**src/rtl/shift_seq_ctrl.sv**
```systemverilog
// Serial frame sequencer: serializes a parallel word onto serial_out, strobes an
// external shift register, and reassembles the returned serial_in bits into rx_data.
module shift_seq_ctrl #(
  parameter int WIDTH     = 8,
  parameter bit LSB_FIRST = 1'b0,
  parameter int GAP       = 1
) (
  input  logic             clk,
  input  logic             reset,
  input  logic [WIDTH-1:0] tx_data,
  input  logic             tx_valid,
  output logic             tx_ready,
  input  logic             abort,
  input  logic             serial_in,
  output logic             serial_out,
  output logic             shift_en,
  output logic             frame,
  output logic [WIDTH-1:0] rx_data,
  output logic             rx_valid,
  output logic             aborted
);

  // One counter serves both the bit count (up to 31) and the gap count (up to 15).
  localparam int CW = 5;

  typedef enum logic [1:0] {
    IDLE,
    SHIFT,
    DONE,
    GAPW
  } state_t;

  state_t           state;
  state_t           state_nxt;
  logic [CW-1:0]    cnt;
  logic [WIDTH-1:0] tx_sr;
  logic [WIDTH-1:0] rx_sr;
  logic [WIDTH-1:0] rx_word;
  logic             aborted_q;

  // NOTE: sequential state uses non-blocking assignments so every register
  // samples pre-edge values regardless of statement order.
  always_ff @(posedge clk or posedge reset) begin
    if (reset) state <= IDLE;
    else       state <= state_nxt;
  end

  // NOTE: state_nxt gets its default before the case so no path leaves it
  // unassigned, which would otherwise infer a latch.
  always_comb begin
    state_nxt = state;
    case (state)
      IDLE:    if (tx_valid) state_nxt = SHIFT;
      SHIFT: begin
        if (abort)         state_nxt = IDLE;
        else if (cnt == '0) state_nxt = DONE;
      end
      DONE:    state_nxt = (GAP > 0) ? GAPW : IDLE;
      GAPW:    if (abort || cnt == '0) state_nxt = IDLE;
      default: state_nxt = IDLE;
    endcase
  end

  // Shift register contents including the bit sampled at the edge ending this cycle.
  assign rx_word = LSB_FIRST ? {serial_in, rx_sr[WIDTH-1:1]}
                             : {rx_sr[WIDTH-2:0], serial_in};

  // NOTE: the datapath registers are reset too, because rx_data is visible and
  // must read zero after reset; these are flops, not a memory array.
  always_ff @(posedge clk or posedge reset) begin
    if (reset) begin
      cnt       <= '0;
      tx_sr     <= '0;
      rx_sr     <= '0;
      rx_data   <= '0;
      aborted_q <= 1'b0;
    end else begin
      aborted_q <= (state == SHIFT) && abort;
      case (state)
        IDLE: begin
          if (tx_valid) begin
            tx_sr <= tx_data;
            cnt   <= CW'(WIDTH - 1);
          end
        end
        SHIFT: begin
          // An abort freezes the shift path; the partial word is discarded.
          if (!abort) begin
            tx_sr <= LSB_FIRST ? (tx_sr >> 1) : (tx_sr << 1);
            rx_sr <= rx_word;
            cnt   <= cnt - 1'b1;
            if (cnt == '0) rx_data <= rx_word;
          end
        end
        DONE: cnt <= (GAP > 0) ? CW'(GAP - 1) : '0;
        GAPW: if (cnt != '0) cnt <= cnt - 1'b1;
        default: ;
      endcase
    end
  end

  assign tx_ready   = (state == IDLE);
  assign frame      = (state == SHIFT);
  assign shift_en   = (state == SHIFT);
  assign serial_out = (state == SHIFT) && (LSB_FIRST ? tx_sr[0] : tx_sr[WIDTH-1]);
  assign rx_valid   = (state == DONE);
  assign aborted    = aborted_q;

endmodule

```
**config.mk**
```make
export PLATFORM = sky130hd
export DESIGN_NAME = shift_seq_ctrl
export DESIGN_NICKNAME = d
export VERILOG_FILES = /design/src/rtl/shift_seq_ctrl.sv
export SDC_FILE = /design/constraint.sdc
export NUM_CORES = 1
export LEC_CHECK = 0
export CAP_MARGIN = 20
export CORE_MARGIN = 8
export CORE_UTILIZATION = 40
export DETAILED_ROUTE_END_ITERATION = 6
export MAX_ROUTING_LAYER = met4
export PLACE_DENSITY = 0.7
export SLEW_MARGIN = 5
export SYNTH_ARGS = -nofsm -noshare
export SYNTH_HDL_FRONTEND = slang
export SYNTH_SLANG_ARGS = --single-unit
```
**constraint.sdc**
```tcl
create_clock -name clk -period 3.11 [get_ports clk]
set_clock_uncertainty 0.2 [all_clocks]
set_input_delay 0.4665 -clock clk [delete_from_list [all_inputs] [get_ports clk]]
set_output_delay 0.4665 -clock clk [all_outputs]
set_load 0.02 [all_outputs]
```
Word level (Yosys, flattened, before mapping)
Cells that the tools add are included.
- bits in registers: 31
- bits in latches: 0
- memory bits (writable): 0
- memory bits (read-only): 0
- bits of input ports: 13
- output and inout port bits: 14
- word-level logic and storage cells: 40
- memories: 0
- $add $sub $neg: 1
- multipliers: 0
- divide/modulo/power cells: 0
- magnitude comparators: 0
- equal/unequal tests: 8
- shifts and indexed selects: 0
- multiplexer cells: 12
- bitwise gates (word level): 1
- reductions and logical operators: 12
- operators by type and width (cell ; number):
    case mux 5 bit (4 select lines) ; 1
    2-to-1 mux 8 bit ; 2
    case mux 8 bit (2 select lines) ; 1
    2-to-1 mux 5 bit ; 3
    AND reduction 3 bit ; 4
    2-to-1 mux 2 bit ; 4
    != test 2 bit, second input constant ; 4
    case mux 2 bit (4 select lines) ; 1
    zero test 5 bit ; 1
    nonzero test 5 bit ; 1
    subtractor 5 x 1 -> 5 bit, second input constant ; 1
    == test 2 bit, second input constant ; 2
    != test 3 x 2 -> 1 bit, second input constant ; 1
    == test 2 x 1 -> 1 bit, second input constant ; 1
    logical AND 1 bit ; 2
    zero test 2 bit ; 1
    AND reduction 2 bit ; 1
    nonzero test 2 bit ; 1
    logical OR 1 bit ; 1
    inverter 1 bit ; 1

Longest topological paths before layout
Gate-level depths: netlist (run 1).
- depth in word-level cells: 4
- depth in mapped cells: 6

Worst setup path after synthesis (run 1)
No wires, ideal clock.
- kind: reg2out
- from: reg with a tool-made name
- to: out serial_out
- data arrival time: 1377 ps
- data required time: 2443 ps
- path slack: 1067 ps
- cell stages (with the launch flop): 5
- path through: dfrtp_1 -> nand2b_1 -> buf_2 -> clkinv_1 -> and2_1
- RTL lines (element ; line ; text):
    to (decl) ; 15 ; output logic serial_out,

==> out/metrics.yaml, run 1 <==
drt-initial-drc-count: 76
syn_inst: 137
synth_top_area_share_pct: 52.9
crit_path_end_kind: "output port"
async_flop_share_pct: 100
required_ps: 2440
via_per_inst: 4.90
report.final.slew_viol_count: 0
cts_setup_buffers: 0
worst-path-buf-inv: 2
synth_top_area_cell: "dfrtp_1"
syn-num-nets: 152
dieArea_um2: 5860
grt_antenna_before_repair: 0
grt_pass1_vias: 1054
gp_congestion: 0.828
fin_nets: 182
wire_per_inst_um: 13.2
cp_max_fo: 15
peakVddDrop_mv: 0.514
syn_area_um2: 1470
post-route-period-util_pct: 87.7
postLayoutCellArea_um2: 1890
antenna_left: 0
clk_pin_slew_ps: 70
ys_seq_elements: 31
grt-ovfl-total: 0
dp_slack_ps: 684
min_period_ps: 2730
status: "finished clean"
tns_ps: 0
p_leak_nw: 0.859
critical_path.top_delay_family: "buffers and inverters"
synth_commonest_cells: "dfrtp_1 (31), nand2_1 (20), mux2_2 (15)"
final_util_pct: 52.4
core_um2: 3610
drv_cap: 0
yosysSeqAreaShare_pct: 52.9
drc_errors: 0
synth.avg_cell_area_um2: 10.7
numCtsBuffers: 5
clock_sink_count: 31
max_freq_mhz: 367
ys.flop_type: "dfrtp_1"
grt_max_degree: 32
hold_ws_ps: 304
worst_pin_slew_ps: 554
clock_latency_ps: 280
rsz0062_at_grt: "no"
cts_hold_buf: 0
ys_types: 33
dr.pass1.iters: 4
start_kind: "flop"
setup_violations: 0
multiInputGateArea_um2: 641
hold_path_class: "flop to flop"
path_class: "flop to output port"
place_area_um2: 1780
track_usage_pct: 10.5
cpMaxStageDelayCell: "dfrtp_1"
initial_core_util_pct: 40.7
die_width_um: 76.6
rows: 22
max_stage_delay_ps: 580
grt_pass1_wl_um: 4910
syn2layout_area_growth_pct: 28.8
cts_resized: 0
relSlewSlack_pct: 63.1
final_hold_viol_count: 0
dr_total_vias: 1058
post-dp-hpwl_um: 2110
die_height_um: 76.6
fillers: 330
drive_gt1_share_pct: 18.5
htree_num_levels: 2
regArea_um2: 776
ys_warn_count: 0
cts_tree: "built"
ioPinCount: 27
synth-edff-count: 0
cp_cell_sequence: "nand2b_1 -> clkinv_1 -> and2_1 -> clkdlybuf4s50_1"
io_buffers: 26
setup_ws_ps: 383
ys_top_cells_by_area: "dfrtp_1 (53%), mux2_2 (12%), nand2_1 (5.1%)"
cts-root-buf: "clkbuf_8"
worstPathArrival_ps: 2060
p_per_area_nw_per_um2: 960
clk_path_buf_depth: 2
wl_um: 2840
yosysMostFrequentCell: "dfrtp_1"
diodes: 0
[cell type report]
type | instances | area share (%)
clock inverters | 3 | 2.32
inverters | 7 | 1.39
multi-input cells | 94 | 33.9
clock buffers | 5 | 3.64
flip-flops and latches | 31 | 41.0
repair buffers | 28 | 14.6
well taps | 48 | 3.18
[kinds of logic (layout without fill, tap and decap cells)]
group / Yosys count / in the layout / synth area share [%]
simple gates: 49 / 49 / 17.6
flops: 31 / 31 / 52.9
compound gates: 25 / 25 / 11.0
mux: 16 / 16 / 12.2
buf+inv: 12 / 43 / 3.50
fa+ha+maj: 2 / 2 / 1.70
xor+xnor: 2 / 2 / 1.19
[metal layers]
| layer | part of all wire, % | global-route usage, % | vias to the layer above |
|---|---|---|---|
| met4 | 0.99 | 4.04 | 0 |
| li1 | - | - | 529 |
| met2 | 45 | 15.7 | 34 |
| met3 | 5.6 | 4.25 | 3 |
| met5 | 0 | - | - |
| met1 | 48 | 12.4 | 492 |
[stage by stage]
stage          cells  total power (W)
6_report         216          0.00182
5_1_grt          216          0.00195
4_1_cts          216          0.00184
3_5_place_dp     208          0.00145
3_3_place_gp     208          0.00142
2_1_floorplan    137          0.00120
[cell usage in the layout, fill, tap and decap left out, types with 4 or more instances in the layout]
master / count
nand2b_1: 4
clkdlybuf4s50_1: 26
nand2_1: 20
nor2_1: 14
a31oi_1: 8
clkbuf_8: 5
mux2_2: 15
inv_1: 6
dfrtp_1: 31
a21oi_1: 7
[final timing paths]
| path | start | endpoint | slack, ps | depth (start not counted) |
|---|---|---|---|---|
| worst max-delay path | flop | serial_out | 380 | 4 |
| worst min-delay path | rx_sr[6]$_DFFE_PP0P_ | rx_data[7]$_DFFE_PP0P_ | 300 | 1 |
| max in group asynchronous | reset | rx_sr[1]$_DFFE_PP0P_ | 2060 | 3 |
| min in group asynchronous | reset | rx_data[7]$_DFFE_PP0P_ | 360 | 3 |
| worst min register to register | rx_sr[6]$_DFFE_PP0P_ | rx_data[7]$_DFFE_PP0P_ | 300 | 1 |
| worst max register to register | cnt[0]$_DFFE_PP0P_ | cnt[4]$_DFFE_PP0P_ | 1150 | 6 |
[where the power goes]
group          switching (W)  leakage, nW  total, W  internal [W]
registers           0.000136        0.379  0.000714      0.000578
logic               0.000356        0.421  0.000716      0.000360
clock network       0.000148       0.0581  0.000386      0.000238
[flip-flops by register name (all words and copies together) (netlist names), named ones only]
name	flops
state	1
tx_sr	8
cnt	5
rx_sr	7
rx_data	8
aborted	1
Power figures use the tool's default switching activity.
==> run 2, diff against run 1 <==
--- a/config.mk
+++ b/config.mk
@@ -5,7 +5,7 @@
 export SDC_FILE = /design/constraint.sdc
 export NUM_CORES = 1
 export LEC_CHECK = 0
-export CAP_MARGIN = 20
+export CAP_MARGIN = 10
 export CORE_MARGIN = 8
 export CORE_UTILIZATION = 40
 export DETAILED_ROUTE_END_ITERATION = 6
==> results of run 2 <==
No change in the layout: final DEF, timing and power equal those of run 1.
